**src/rtl/mac_tx_framer_pkg.sv**
```systemverilog
// mac_tx_framer_pkg: state encoding, frame constants and keep helpers
// shared by the Ethernet TX framer.
// Optional feature macro: MAC_TX_PAD_EN (adds the PAD state for
// padding short frames up to the minimum frame length).
package mac_tx_framer_pkg;

    localparam int HDR_LEN       = 14;  // dst(6) + src(6) + ethertype(2)
    localparam int MIN_FRAME_LEN = 60;  // minimum frame length without FCS
    localparam int BEAT_BYTES    = 8;   // bytes per 64-bit beat

    typedef enum logic [2:0] {
        ST_IDLE = 3'd0,
        ST_HDR0 = 3'd1,
        ST_HDR1 = 3'd2,
        ST_DATA = 3'd3,
        ST_TAIL = 3'd4
`ifdef MAC_TX_PAD_EN
        ,
        ST_PAD  = 3'd5
`endif
    } state_t;

    // Debug view of the framer FSM, visible for probing.
    typedef struct packed {
        state_t      state;
        logic [15:0] byte_cnt;
    } fsm_dbg_t;

    // Number of bytes in an MSB-first keep: length of the leading run of
    // ones, so a malformed keep still yields a well-defined count.
    function automatic logic [3:0] keep_to_count(input logic [7:0] keep);
        logic [3:0] n;
        logic       run;
        n   = 4'd0;
        run = 1'b1;
        for (int i = 7; i >= 0; i--) begin
            run = run & keep[i];
            if (run) begin
                n = n + 4'd1;
            end
        end
        return n;
    endfunction

    // MSB-contiguous keep carrying n bytes (n in 0..8).
    function automatic logic [7:0] count_to_keep(input logic [3:0] n);
        logic [7:0] k;
        k = 8'h00;
        for (int i = 0; i < 8; i++) begin
            if (4'(i) < n) begin
                k[7-i] = 1'b1;
            end
        end
        return k;
    endfunction

    // Expand a keep vector into a 64-bit byte mask.
    function automatic logic [63:0] keep_to_mask(input logic [7:0] keep);
        logic [63:0] m;
        m = '0;
        for (int i = 0; i < 8; i++) begin
            m[i*8 +: 8] = {8{keep[i]}};
        end
        return m;
    endfunction

endpackage

```
**src/rtl/mac_tx_framer.sv**
```systemverilog
// mac_tx_framer: prepends the 14-byte Ethernet header {dst, src, type}
// to a 64-bit AXI-Stream payload and realigns the payload by 6 bytes.
// Optional feature macro: MAC_TX_PAD_EN -- short frames are zero-padded
// to 60 bytes through an extra PAD state.
//
// Handshake: a beat moves on either stream only in a cycle where both
// valid and ready are high. The output register advances when it is
// empty or its beat is being accepted (advance); while a beat is stalled
// every m_axis_mac_* signal holds. s_axis_ready is only offered in
// states that consume payload and never depends on s_axis_valid.
module mac_tx_framer
    import mac_tx_framer_pkg::*;
#(
    parameter logic [47:0] P_SRC_MAC_ADDR = 48'h01_02_03_04_05_06
) (
    input  logic        i_clk,
    input  logic        i_rst,
    input  logic [47:0] i_dymanic_src_mac,
    input  logic        i_src_mac_valid,
    input  logic [63:0] s_axis_data,
    input  logic [79:0] s_axis_user,
    input  logic [7:0]  s_axis_keep,
    input  logic        s_axis_last,
    input  logic        s_axis_valid,
    output logic        s_axis_ready,
    output logic [63:0] m_axis_mac_data,
    output logic [7:0]  m_axis_mac_keep,
    output logic        m_axis_mac_last,
    output logic        m_axis_mac_valid,
    input  logic        m_axis_mac_ready
);

    // Header bytes left over after HDR0; the same 6 bytes of each
    // consumed payload beat carry over into the following output beat.
    localparam logic [3:0]  CARRY_BYTES = 4'(HDR_LEN - BEAT_BYTES);
    localparam logic [15:0] MIN_LEN     = 16'(MIN_FRAME_LEN);
    localparam logic [15:0] BEAT_LEN    = 16'(BEAT_BYTES);

    state_t      state_q, state_d;
    logic [47:0] src_mac_q, src_mac_d;
    logic [47:0] hdr_dst_q, hdr_dst_d;
    logic [47:0] hdr_src_q, hdr_src_d;
    logic [15:0] hdr_type_q, hdr_type_d;
    logic [63:0] prev_q, prev_d;
    logic [3:0]  prev_n_q, prev_n_d;
    logic [15:0] cnt_q, cnt_d;

    logic [63:0] data_q, data_d;
    logic [7:0]  keep_q, keep_d;
    logic        last_q, last_d;
    logic        valid_q, valid_d;

    logic        advance;
    logic        take;
    logic [3:0]  in_n;

    logic        emit;
    logic        e_final;
    logic        is_last;
    state_t      e_next;
    logic [63:0] e_data;
    logic [3:0]  e_bytes;
    logic [3:0]  o_bytes;

    fsm_dbg_t    fsm_dbg;
    logic        unused_sink;

    // Output-stage flow control and payload acceptance.
    always_comb begin
        advance      = ~valid_q | m_axis_mac_ready;
        s_axis_ready = advance & ((state_q == ST_HDR1) | (state_q == ST_DATA));
        take         = s_axis_ready & s_axis_valid;
        in_n         = keep_to_count(s_axis_keep);
    end

    // Runtime source MAC: takes effect at the next frame's header latch.
    always_comb begin
        src_mac_d = src_mac_q;
        if (i_src_mac_valid) begin
            src_mac_d = i_dymanic_src_mac;
        end
    end

    // Next-state logic and construction of the next output beat.
    always_comb begin
        state_d    = state_q;
        hdr_dst_d  = hdr_dst_q;
        hdr_src_d  = hdr_src_q;
        hdr_type_d = hdr_type_q;
        prev_d     = prev_q;
        prev_n_d   = prev_n_q;
        cnt_d      = cnt_q;
        data_d     = data_q;
        keep_d     = keep_q;
        last_d     = last_q;
        valid_d    = valid_q;
        emit       = 1'b0;
        e_final    = 1'b0;
        e_next     = state_q;
        e_data     = '0;
        e_bytes    = 4'd0;

        case (state_q)
            ST_IDLE: begin
                // Header fields are captured with the first beat still
                // pending; that beat is consumed in HDR1.
                if (s_axis_valid) begin
                    hdr_dst_d  = s_axis_user[63:16];
                    hdr_type_d = s_axis_user[15:0];
                    hdr_src_d  = src_mac_q;
                    state_d    = ST_HDR0;
                end
            end
            ST_HDR0: begin
                if (advance) begin
                    emit    = 1'b1;
                    e_data  = {hdr_dst_q, hdr_src_q[47:32]};
                    e_bytes = BEAT_LEN[3:0];
                    e_next  = ST_HDR1;
                end
            end
            ST_HDR1, ST_DATA: begin
                if (take) begin
                    emit     = 1'b1;
                    e_data   = (state_q == ST_HDR1) ?
                               {hdr_src_q[31:0], hdr_type_q, s_axis_data[63:48]} :
                               {prev_q[47:0], s_axis_data[63:48]};
                    prev_d   = s_axis_data;
                    prev_n_d = in_n;
                    if (!s_axis_last) begin
                        e_bytes = BEAT_LEN[3:0];
                        e_next  = ST_DATA;
                    end else if (in_n <= 4'd2) begin
                        e_bytes = CARRY_BYTES + in_n;
                        e_final = 1'b1;
                    end else begin
                        e_bytes = BEAT_LEN[3:0];
                        e_next  = ST_TAIL;
                    end
                end
            end
            ST_TAIL: begin
                if (advance) begin
                    emit    = 1'b1;
                    e_data  = {prev_q[47:0], 16'h0000};
                    e_bytes = prev_n_q - 4'd2;
                    e_final = 1'b1;
                end
            end
`ifdef MAC_TX_PAD_EN
            ST_PAD: begin
                // Pure fill beats: no real bytes, padding decides length.
                if (advance) begin
                    emit    = 1'b1;
                    e_bytes = 4'd0;
                    e_final = 1'b1;
                end
            end
`endif
            default: begin
                state_d = ST_IDLE;
            end
        endcase

        o_bytes = e_bytes;
        is_last = e_final;
`ifdef MAC_TX_PAD_EN
        // A frame ending short of the minimum is stretched with zeros;
        // the last beat always lands on the 60-byte boundary.
        if (e_final && ((cnt_q + 16'(e_bytes)) < MIN_LEN)) begin
            if ((cnt_q + BEAT_LEN) >= MIN_LEN) begin
                o_bytes = 4'(MIN_LEN - cnt_q);
            end else begin
                o_bytes = BEAT_LEN[3:0];
                is_last = 1'b0;
                e_next  = ST_PAD;
            end
        end
`endif

        if (emit) begin
            // Bytes past the real content are forced to zero.
            data_d  = e_data & keep_to_mask(count_to_keep(e_bytes));
            keep_d  = count_to_keep(o_bytes);
            last_d  = is_last;
            valid_d = 1'b1;
            cnt_d   = is_last ? 16'd0 : (cnt_q + 16'(o_bytes));
            state_d = is_last ? ST_IDLE : e_next;
        end else if (advance) begin
            data_d  = '0;
            keep_d  = '0;
            last_d  = 1'b0;
            valid_d = 1'b0;
        end
    end

    // FSM state and emitted-byte counter.
    always_ff @(posedge i_clk or posedge i_rst) begin
        if (i_rst) begin
            state_q <= ST_IDLE;
            cnt_q   <= '0;
        end else begin
            state_q <= state_d;
            cnt_q   <= cnt_d;
        end
    end

    // Source MAC register and per-frame header latch.
    always_ff @(posedge i_clk or posedge i_rst) begin
        if (i_rst) begin
            src_mac_q  <= P_SRC_MAC_ADDR;
            hdr_dst_q  <= '0;
            hdr_src_q  <= '0;
            hdr_type_q <= '0;
        end else begin
            src_mac_q  <= src_mac_d;
            hdr_dst_q  <= hdr_dst_d;
            hdr_src_q  <= hdr_src_d;
            hdr_type_q <= hdr_type_d;
        end
    end

    // Previously consumed payload beat and its byte count.
    always_ff @(posedge i_clk or posedge i_rst) begin
        if (i_rst) begin
            prev_q   <= '0;
            prev_n_q <= '0;
        end else begin
            prev_q   <= prev_d;
            prev_n_q <= prev_n_d;
        end
    end

    // Output register stage.
    always_ff @(posedge i_clk or posedge i_rst) begin
        if (i_rst) begin
            data_q  <= '0;
            keep_q  <= '0;
            last_q  <= 1'b0;
            valid_q <= 1'b0;
        end else begin
            data_q  <= data_d;
            keep_q  <= keep_d;
            last_q  <= last_d;
            valid_q <= valid_d;
        end
    end

    assign m_axis_mac_data  = data_q;
    assign m_axis_mac_keep  = keep_q;
    assign m_axis_mac_last  = last_q;
    assign m_axis_mac_valid = valid_q;

    // Debug view for probes; the length field is not used for framing.
    assign fsm_dbg     = {state_q, cnt_q};
    assign unused_sink = ^{s_axis_user[79:64], fsm_dbg};

endmodule

```
**config.mk**
```make
export PLATFORM = sky130hd
export DESIGN_NAME = mac_tx_framer
export DESIGN_NICKNAME = d
export VERILOG_FILES = /design/src/rtl/mac_tx_framer_pkg.sv /design/src/rtl/mac_tx_framer.sv
export SDC_FILE = /design/constraint.sdc
export NUM_CORES = 1
export LEC_CHECK = 0
export BUFFER_PORTS_ARGS = -buffer_cell sky130_fd_sc_hd__buf_2
export CORE_UTILIZATION = 45
export DETAILED_ROUTE_END_ITERATION = 8
export GPL_TIMING_DRIVEN = 0
export PLACE_DENSITY_LB_ADDON = 0.2
export SYNTH_ARGS = -nofsm -noshare
export SYNTH_HDL_FRONTEND = slang
export SYNTH_SLANG_ARGS = --single-unit
```
**constraint.sdc**
```tcl
create_clock -name i_clk -period 28.9 [get_ports i_clk]
set_input_delay 5.78 -clock i_clk [delete_from_list [all_inputs] [get_ports i_clk]]
set_output_delay 5.78 -clock i_clk [all_outputs]
set_load 0.01 [all_outputs]
```
# Word-level counts from Yosys, hierarchy flattened
# Cells that the tools add are included.
[op_classes]
addsub = 9
mul = 0
n_div = 0
order_cmp = 9
eq_ne = 10
n_shift = 0
n_mux = 58
n_bitwise = 13
reduce_logical = 8
[ops]
columns = ["cell", "count"]
rows = [
  ["$mux 64", 6],
  ["$pmux 64 s3", 1],
  ["$and 64x64->64", 1],
  ["$mux 4", 11],
  ["$mux 1", 25],
  ["$add 4x1->4 const B", 6],
  ["$mux 3", 7],
  ["$lt 3x4->1 const A", 4],
  ["$mux 8", 2],
  ["$pmux 3 s2", 2],
  ["$pmux 4 s3", 1],
  ["$and 1x1->1", 9],
  ["$lt 1x4->1 const A", 2],
  ["$lt 2x4->1 const A", 2],
  ["$ne 4x4->1 const B", 2],
  ["$eq 3x2->1 const B", 2],
  ["$reduce_and 6->1", 1],
  ["$ne 5x5->1 const B", 1],
  ["$add 3x4->4 const A", 1],
  ["$le 4x2->1 const B", 1],
  ["$ne 4x1->1 const B", 1],
  ["$pmux 1 s2", 2],
  ["$reduce_and 2->1", 2],
  ["$reduce_or 2->1", 2],
  ["12 further kinds", 13],
]
[word_totals]
register_bits = 289
latch_bits = 0
ramBits = 0
mem_bits_ro = 0
inputBits = 206
out_inout_bits = 75
wordCells = 118
n_memories = 0

# Longest topological paths before layout
# Gate-level depths: netlist of run 1.
[logic_depth]
ltp_word = 25
depth_mapped = 22
mapped_depth_nobuf = 20

# Least setup slack after synthesis of run 1
# OpenSTA, ideal clock, no wires.
[synth_timing]
path_type = "input port to output port"
from = "in m_axis_mac_ready"
to = "out s_axis_ready"
arrival_ns = 6.283
required_ns = 23.120
slack_ns = 16.837
stages = 3
path_buffers = 1
cell_sequence = "nand2b_1 > clkbuf_1 > and2_1"
[synth_between]
elab_chain_cells = 2
[synth_lines]
columns = ["element", "line_no", "rtl"]
rows = [
  ["start, declared", "mac_tx_framer.sv:30", "input logic m_axis_mac_ready"],
  ["$or 1x1->1", "mac_tx_framer.sv:70", "advance = ~valid_q | m_axis_mac_ready;"],
  ["$and 1x1->1", "mac_tx_framer.sv:71", "s_axis_ready = advance & ((state_q == ST_HDR1) | (state_q == ST_DATA));"],
  ["end, declared", "mac_tx_framer.sv:25", "output logic s_axis_ready,"],
]
# Every way passes these cells.

# Worst setup path after layout of run 1
# Ends and elaborated chain as after synthesis.

==> impl_metrics.toml, run 1 <==
[run_status]
status = "completed"

[synthesis]
synth_async_sr_flop_share_pct = 100
synth_compound_area_share_pct = 12.9
synth-main-ff-cell = "dfrtp_1"
synth_simple_gate_area_share_pct = 10.7
yosys.area_share.adder_pct = 0.599
synth_top_family_by_area = "multiplexers"
synth-edff-count = 0
yosysWarnings = 0
synthMuxAreaShare_pct = 14.5
netlist_area_mm2 = 0.0125
syn_nets = 1277
synth.distinct_cells = 56
synthXorXnorAreaFrac_pct = 0.349
synth-seq-cells = 289
syn_area_per_cell_um2 = 11.8
seq_area_frac_synth_pct = 57.8
syn-instance-count = 1065

[global_routing]
grt_max_degree = 113
gr-total-overflow = 0
grt_antenna_before_repair = 7
first_global_vias = 9530
gr-usage-all-layers_pct = 24.2
grt_pass1_wl_um = 53400

[clock_tree]
cts_hold_buf = 0
numCtsBuffers = 31
post_cts_buffers = 0
post_cts_resized = 0
clk_pin_slew_ns = 0.06
cts_tree = "done"
htreeDepth = 1
cts_sinks = 289
cts-root-buf = "clkbuf_16"
clockBufferDepth = 3
clock_latency_ns = 0.56

[die]
die_area_mm2 = 0.0285
die_y_um = 169
fp-row-count = 60
die_w_um = 169
start_util_pct = 46.1
pin_count = 281
core_area_mm2 = 0.0272

[critical_path]
crit_fanout = 9
path_class = "input pin to primary output"
required_ns = 23.12
reg2reg_slack_ns = 25.99
startpoint_type = "input pin"
arrival_ns = 6.57
end_kind = "primary output"

[layout]
fin_nets = 1574
utilization_pct = 56.4
layout_common_cells = "dfrtp_1, buf_2, nand2_1"
final_common_cell = "dfrtp_1"
syn_to_final_growth_pct = 22.3
design_area_mm2 = 0.0153
final_layout_size_suffix_gt1_share_pct = 37.1
fill_cells = 2446

[detailed_routing]
routedLengthMet1_um = 15200
vias_per_cell = 5.35
drcViolationCount = 0
wl_per_cell_um = 19.6
drt_iter0_drc = 624
routed.top_layer = "met4"
antenna_left = 0
vias = 9439
dr.pass1.iters = 6
route.met2.wl_um = 16200
detail_route.wirelength_um = 34600
wl_met3_um = 2320

[timing]
slew_headroom_pct = 45.9
maxSlewViolCount = 0
rsz0062_at_grt = "false"
timing.final.crit_share_pct = 42.7
fmax_ghz = 0.0810
worstMarginPinSlew_ns = 0.811
finalHoldViolations = 0
fin_crit_ns = 12.35
tns_ns = 0
setup_viol = 0
finClkSkew_ns = 0.00821

[pwr]
vdd_drop_max_v = 0.0000553
p_leak_nw = 7.42
power_density_mw_per_mm2 = 103

[placed_design]
globalplace.congestion = 0.918
placed_area_mm2 = 0.0144
portBuffers = 262
dp_hpwl_um = 24900

[min_path]
hold_path.class = "flop to flop"

[run]
drv_cap = 0
[per-layer routing]
| metal | track usage, % | vias up |
|---|---|---|
| li1 | - | 4414 |
| met1 | 32.5 | 4698 |
| met2 | 39.3 | 270 |
| met3 | 5.42 | 57 |
| met4 | 7.31 | 0 |
| met5 | 0 | - |
[power by group]
part	leakage, nW	switching [mW]	internal (mW)	total [mW]
clock network	0.461	0.160	0.211	0.372
registers	3.56	0.0930	0.572	0.665
logic	3.40	0.304	0.235	0.539
[Yosys cell counts (4+ instances only)]
cell,number,area share [%]
o21ai_1,11,0.44
dfstp_2,9,1.9
nand3_1,7,0.28
a211oi_1,4,0.24
buf_2,12,0.48
nand2_1,243,7.3
clkbuf_1,43,1.3
o211ai_1,18,1.1
a22oi_2,8,0.80
nand2b_1,5,0.25
a21oi_1,15,0.60
inv_1,25,0.75
nor2b_1,4,0.20
a22o_1,32,2.2
buf_1,11,0.33
a22oi_1,40,2.4
nor2_1,13,0.39
dfrtp_1,280,56
a21o_1,4,0.24
a222oi_1,32,2.6
xnor2_1,5,0.35
and3_1,4,0.20
ha_1,6,0.60
o21ai_0,18,0.72
mux2_2,160,14
and2_1,7,0.35
[layout make-up]
cell class              instances  area, um^2  area share, %
multi-input cells             680        4890           31.9
inverters                      25         101          0.661
plain buffers                  71         312           2.03
clock inverters                11        86.3          0.563
well taps                     372         465           3.04
clock buffers                  45         848           5.53
repair buffers                264        1370           8.91
flip-flops and latches        289        7240           47.3
diodes                          7        17.5          0.114
[cell families after synthesis]
family | count (synthesis)
and+or+nand+nor | 307
DFF | 289
AOI/OAI and AO/OA | 201
muxes | 161
buffers and inverters | 96
adders and majority gates | 6
xor gates and xnor gates | 5
[critical path, stage by stage]
cell and delay, ns:
buf_2 0.09, nand2b_1 0.09, clkbuf_1 0.26, and2_1 0.20, buf_2 0.15
[state kept, by name, indices dropped and copies added (netlist names)]
name and count:
hdr_dst_q 48, m_axis_mac_data 64, m_axis_mac_valid 1, state_q 3, hdr_src_q 48, m_axis_mac_keep 8, m_axis_mac_last 1, prev_q 48
prev_n_q 4, src_mac_q 48, hdr_type_q 16
[path summary, 6_finish.rpt]
check,startpoint,endpoint,depth (start not counted)
worst max-delay path,m_axis_mac_ready,s_axis_ready,5
worst min-delay path,m_axis_mac_keep[1],m_axis_mac_keep[1],1
worst max register to register,state_q[2],m_axis_mac_data[40],8
worst min register to register,m_axis_mac_keep[1],m_axis_mac_keep[1],1
max in group asynchronous,i_rst,hdr_src_q[12],3
min in group asynchronous,i_rst,m_axis_mac_data[3],2
[stage by stage]
step | power, mW | cells | setup slack (ns) | hold WS (ns)
floorplan | 1.01 | 1065 | 15.16 | 0.445
global placement | 1.20 | 1699 | 11.76 | 0.455
detailed placement | 1.22 | 1701 | 16.55 | 0.462
CTS | 1.59 | 1757 | 16.55 | 0.478
global route | 1.67 | 1760 | 16.49 | 0.494
finish | 1.58 | 1764 | 16.55 | 0.472
Power figures use the tool's default switching activity.
==> run 2: changes to the inputs <==
- ABC_AREA: unset -> 1
- clock period: 28.9 -> 12.3 ns (I/O delays scaled with it)
==> impl_metrics.toml, run 2 <==
[run_status]
status = "completed"

[timing]
finClkSkew_ns = 0.0175
finalHoldViolations = 0
fmax_ghz = 0.182
worstMarginPinSlew_ns = 1.08
timing.final.crit_share_pct = 44.7
rsz0062_at_grt = "false"
slew_headroom_pct = 27.6
maxSlewViolCount = 0
setup_viol = 0
tns_ns = 0
fin_crit_ns = 5.50

[synthesis]
netlist_area_mm2 = 0.0127
syn_area_per_cell_um2 = 9.19
yosysMostFrequentCell = "nand2_1"
synth_async_sr_flop_share_pct = 100
syn-instance-count = 1379
yosysWarnings = 0
synth-seq-cells = 289
syn_nets = 1591
synth.distinct_cells = 38
synthTopCellsByCount = "nand2_1, dfrtp_1, o21ai_0, inv_1, clkbuf_1"
synth-edff-count = 0
synth.area.top_cells = "dfrtp_1, nand2_1, o21ai_0, mux2_2, a22oi_1"
yosys.area.top_type = "dfrtp_1"
synth_top_area_share_pct = 55.3
synth-main-ff-cell = "dfrtp_1"
seq_area_frac_synth_pct = 57.2

[pwr]
power_density_mw_per_mm2 = 239
combPwrFrac_pct = 34.2
power_switching_mw = 1.38
p_leak_nw = 7.92
seqPwrFrac_pct = 40.7
p_int_mw = 2.33
vdd_drop_max_v = 0.000128
power_switching_share_pct = 37.2
clock_power_share_pct = 25.1

[clock_tree]
cts-root-buf = "clkbuf_16"
clockBufferDepth = 3
numCtsBuffers = 31
post_cts_resized = 0
clk_pin_slew_ns = 0.06
cts_sinks = 289
htreeDepth = 1
post_cts_buffers = 0
cts_hold_buf = 0
cts_tree = "done"
clock_latency_ns = 0.57

[layout]
final_layout_size_suffix_gt1_share_pct = 24.5
largest_reg_flops = 64
fin_nets = 1889
multi_input_area_mm2 = 0.00474
syn_to_final_growth_pct = 22.8
final_common_cell = "nand2_1"
stdcell_count = 2080
register_area_mm2 = 0.00724
fill_cells = 2614
layout_common_cells = "nand2_1, dfrtp_1, buf_2"

[global_routing]
grt_pass1_wl_um = 56800
gr-total-overflow = 0
first_global_vias = 10600
gr-usage-all-layers_pct = 25.6
grt_antenna_before_repair = 10
grt_max_degree = 115

[die]
die_y_um = 170
die_area_mm2 = 0.0288
start_util_pct = 45.7
pin_count = 281
fp-row-count = 61
die_w_um = 170
core_area_mm2 = 0.0277

[critical_path]
required_ns = 9.84
r2r-start = "state_q[2]"
end_kind = "primary output"
path_class = "input pin to primary output"
reg2reg_depth = 10
arrival_ns = 3.04
worstReg2RegEnd = "prev_q[10]"
crit_fanout = 4
startpoint_type = "input pin"
reg2reg_slack_ns = 9.42

[placed_design]
globalplace.congestion = 0.891
portBuffers = 263
dp.cells = 2022
dp_hpwl_um = 26200

[detailed_routing]
antenna_left = 0
drcViolationCount = 0
drt_iter0_drc = 893
detail_route.wirelength_um = 36500
wl_per_cell_um = 17.6
vias = 10800
dr.pass1.iters = 6
vias_per_cell = 5.18

[min_path]
hold_path.class = "flop to flop"
min-delay-start = "m_axis_mac_data[42]"
holdPathStages = 2
hold_end = "m_axis_mac_data[42]"

[run]
drv_cap = 0
-- run 2: cell type report --
class | instances | area share, %
clock buffer | 50 | 6.22
tap | 378 | 3.04
inverter | 94 | 2.33
sequential | 289 | 46.6
clock inverter | 6 | 0.378
timing repair buffer | 265 | 8.82
multi-input combinational | 917 | 30.5
buffer | 79 | 2.14
antenna | 2 | 0.0322
-- run 2: worst max path at each step --
| stage | slack [ns] | to | startpoint |
|---|---|---|---|
| floorplan | 1.88 | hdr_dst_q[0] | i_rst |
| CTS | 6.79 | s_axis_ready | m_axis_mac_ready |
| detailed placement | 6.42 | m_axis_mac_data[13] | s_axis_keep[7] |
| global route | 6.73 | m_axis_mac_data[13] | s_axis_keep[5] |
| global placement | -1.30 | hdr_dst_q[5] | i_rst |
| finish | 6.80 | s_axis_ready | m_axis_mac_ready |
-- run 2: power by group through the flow --
stage,Clock (mW),Combinational (mW),Sequential (mW)
after floorplan,0,0.806,1.50
after global placement,0,1.24,1.51
after detailed placement,0,1.27,1.52
after CTS,0.946,1.28,1.51
after global routing,0.985,1.42,1.55
final,0.930,1.27,1.51
-- run 2: worst max-delay path, stage by stage --
cell	delay (ns)
buf_2	0.11
nor2_1	0.22
nor2_1	0.10
buf_2	0.16
-- run 2: through the flow --
step           power, mW  hold WS (ns)  setup slack [ns]  utilization, %  instance area (um^2)
4_1_cts             3.73         0.476              6.79            56.1                 15500
2_1_floorplan       2.31         0.448              1.88               -                 12700
3_3_place_gp        2.75         0.458             -1.30            52.2                 14500
6_report            3.71         0.474              6.80            56.1                 15600
3_5_place_dp        2.79         0.459              6.42            52.4                 14500
5_1_grt             3.96         0.489              6.73            56.1                 15500
-- run 2: metal layers --
metal  GRT usage [%]  routed length [um]  vias up
li1                -                   -     5131
met1            34.4               15600     5157
met2            41.5               16900      395
met3            5.46                2800       79
met4            8.03                1070       16
met5               0                 103        -
-- run 2: cells by family after synthesis --
group	share of synthesized area, %
adder cells (fa/ha/maj)	0.593
AND/OR/NAND/NOR	18.1
flip-flops	57.2
XOR/XNOR	0.0691
AO/OA/AOI/OAI	13.1
multiplexers	5.51
buffers and inverters	5.43
==> run 3: changes to the inputs <==
- ABC_AREA: 1 -> 0
- clock period: 12.3 -> 5.77 ns (I/O delays scaled with it)
==> impl_metrics.toml, run 3 (synthesized netlist as in run 1, its figures left out) <==
[critical_path]
path_class = "input pin to flop"
crit_fanout = 10
arrival_ns = 5.80
required_ns = 6.20
end_kind = "flop"
startpoint_type = "input pin"

[global_routing]
grt_pass1_wl_um = 54100
grt_max_degree = 43
grt_antenna_before_repair = 10
first_global_vias = 9626
gr-total-overflow = 0
gr-usage-all-layers_pct = 24.5

[clock_tree]
post_cts_resized = 0
cts_tree = "done"
clockBufferDepth = 3
cts_hold_buf = 0
htreeDepth = 1
clock_latency_ns = 0.56
cts-root-buf = "clkbuf_16"
cts_sinks = 289
numCtsBuffers = 31
post_cts_buffers = 0
clk_pin_slew_ns = 0.06

[timing]
finClkSkew_ns = 0.0163
timing.final.crit_share_pct = 93.1
slew_headroom_pct = 43.7
fmax_ghz = 0.186
fin_crit_ns = 5.37
rsz0062_at_grt = "false"
worstMarginPinSlew_ns = 0.845
finalHoldViolations = 0
setup_viol = 0
fin_ws_ns = 0.401
maxSlewViolCount = 0

[die]
pin_count = 281
core_area_mm2 = 0.0272
start_util_pct = 46.1
die_w_um = 169
die_area_mm2 = 0.0285
fp-row-count = 60
die_y_um = 169

[layout]
final_layout_size_suffix_gt1_share_pct = 38.0
fin_nets = 1580
utilization_pct = 57.4
layout_common_cells = "dfrtp_1, buf_2, nand2_1"
syn_to_final_growth_pct = 24.3
largest_reg_flops = 64
final_common_cell = "dfrtp_1"

[detailed_routing]
drcViolationCount = 0
wl_per_cell_um = 19.7
drt_iter0_drc = 810
vias = 9586
antenna_left = 0
vias_per_cell = 5.41
detail_route.wirelength_um = 34800
dr.pass1.iters = 7

[pwr]
p_leak_nw = 7.55
vdd_drop_max_v = 0.000308
power_density_mw_per_mm2 = 523
power.total_mw = 8.15

[run_status]
status = "completed"

[placed_design]
globalplace.congestion = 0.898
portBuffers = 262
dp_hpwl_um = 25000
pre_cts_ws_ns = -0.118

[min_path]
hold_path.class = "flop to flop"

[run]
drv_cap = 0
[run 3: changes by cell type in the layout (fill, tap and decap cells not counted), sizes merged, moves of 28 or more]
cell	delta
nor2	-48
clkbuf	-28
a222oi	+32
mux2	+98
inv	-67
nand3	-32
nand2	-192
o21ai	-192
[run 3: through the flow]
stage          cell area [um^2]  hold WS [ns]  cells  setup TNS [ns]
3_3_place_gp              14300         0.456   1699         -268.42
6_report                  15600         0.471   1772               0
2_1_floorplan             12500         0.445   1065               0
4_1_cts                   15600         0.477   1763               0
3_5_place_dp              14500         0.462   1707           -3.29
5_1_grt                   15600         0.490   1768               0
[run 3: cell type report]
class,instances,area [um^2]
diodes,9,22.5
plain buffers,71,312
clock buffers,44,925
clock inverters,12,164
fillers,2361,11600
inverters,25,97.6
multi-input cells,680,4890
flip-flops and latches,289,7240
well taps,372,465
repair buffers,270,1470
[run 3: worst paths after layout]
path | start | end | slack (ns) | depth (start not counted)
min in group asynchronous | i_rst | src_mac_q[46] | 0.65 | 3
worst max-delay path | s_axis_keep[7] | m_axis_mac_data[32] | 0.40 | 22
worst min-delay path | prev_q[32] | prev_q[32] | 0.47 | 2
max in group asynchronous | i_rst | prev_q[10] | 4.12 | 6
worst max register to register | state_q[2] | m_axis_mac_data[40] | 2.76 | 8
worst min register to register | prev_q[32] | prev_q[32] | 0.47 | 2
[run 3: layer usage]
layer / vias to the layer above / wire, um / global-route usage (%)
met1: 4807 / 15400 / 33.9
met3: 50 / 2650 / 5.92
met4: 2 / 723 / 6.76
met2: 298 / 16000 / 38.6
li1: 4429 / - / -
met5: - / 11 / 0
[run 3: power breakdown]
group          internal, mW  total (mW)  switching, mW
Sequential             2.87        3.33          0.464
Clock                  1.28        2.10          0.812
Combinational          1.18        2.73           1.54
[run 3: critical path, stage by stage]
cell and delay, ns:
buf_2 0.14, nand2_1 0.18, inv_1 0.07, ha_1 0.28, and3b_1 0.32, nor2_1 0.07
ha_1 0.34, o21ai_0 0.16, a21oi_1 0.09, ha_1 0.23, and3_1 0.23, nor4b_1 0.32
a211oi_1 0.10, o31ai_1 0.47, buf_4 0.28, ha_1 0.16, nor2_1 0.06, a21oi_1 0.17
nand2_1 0.30, o21ai_1 0.26, buf_2 0.27, o21ai_0 0.13
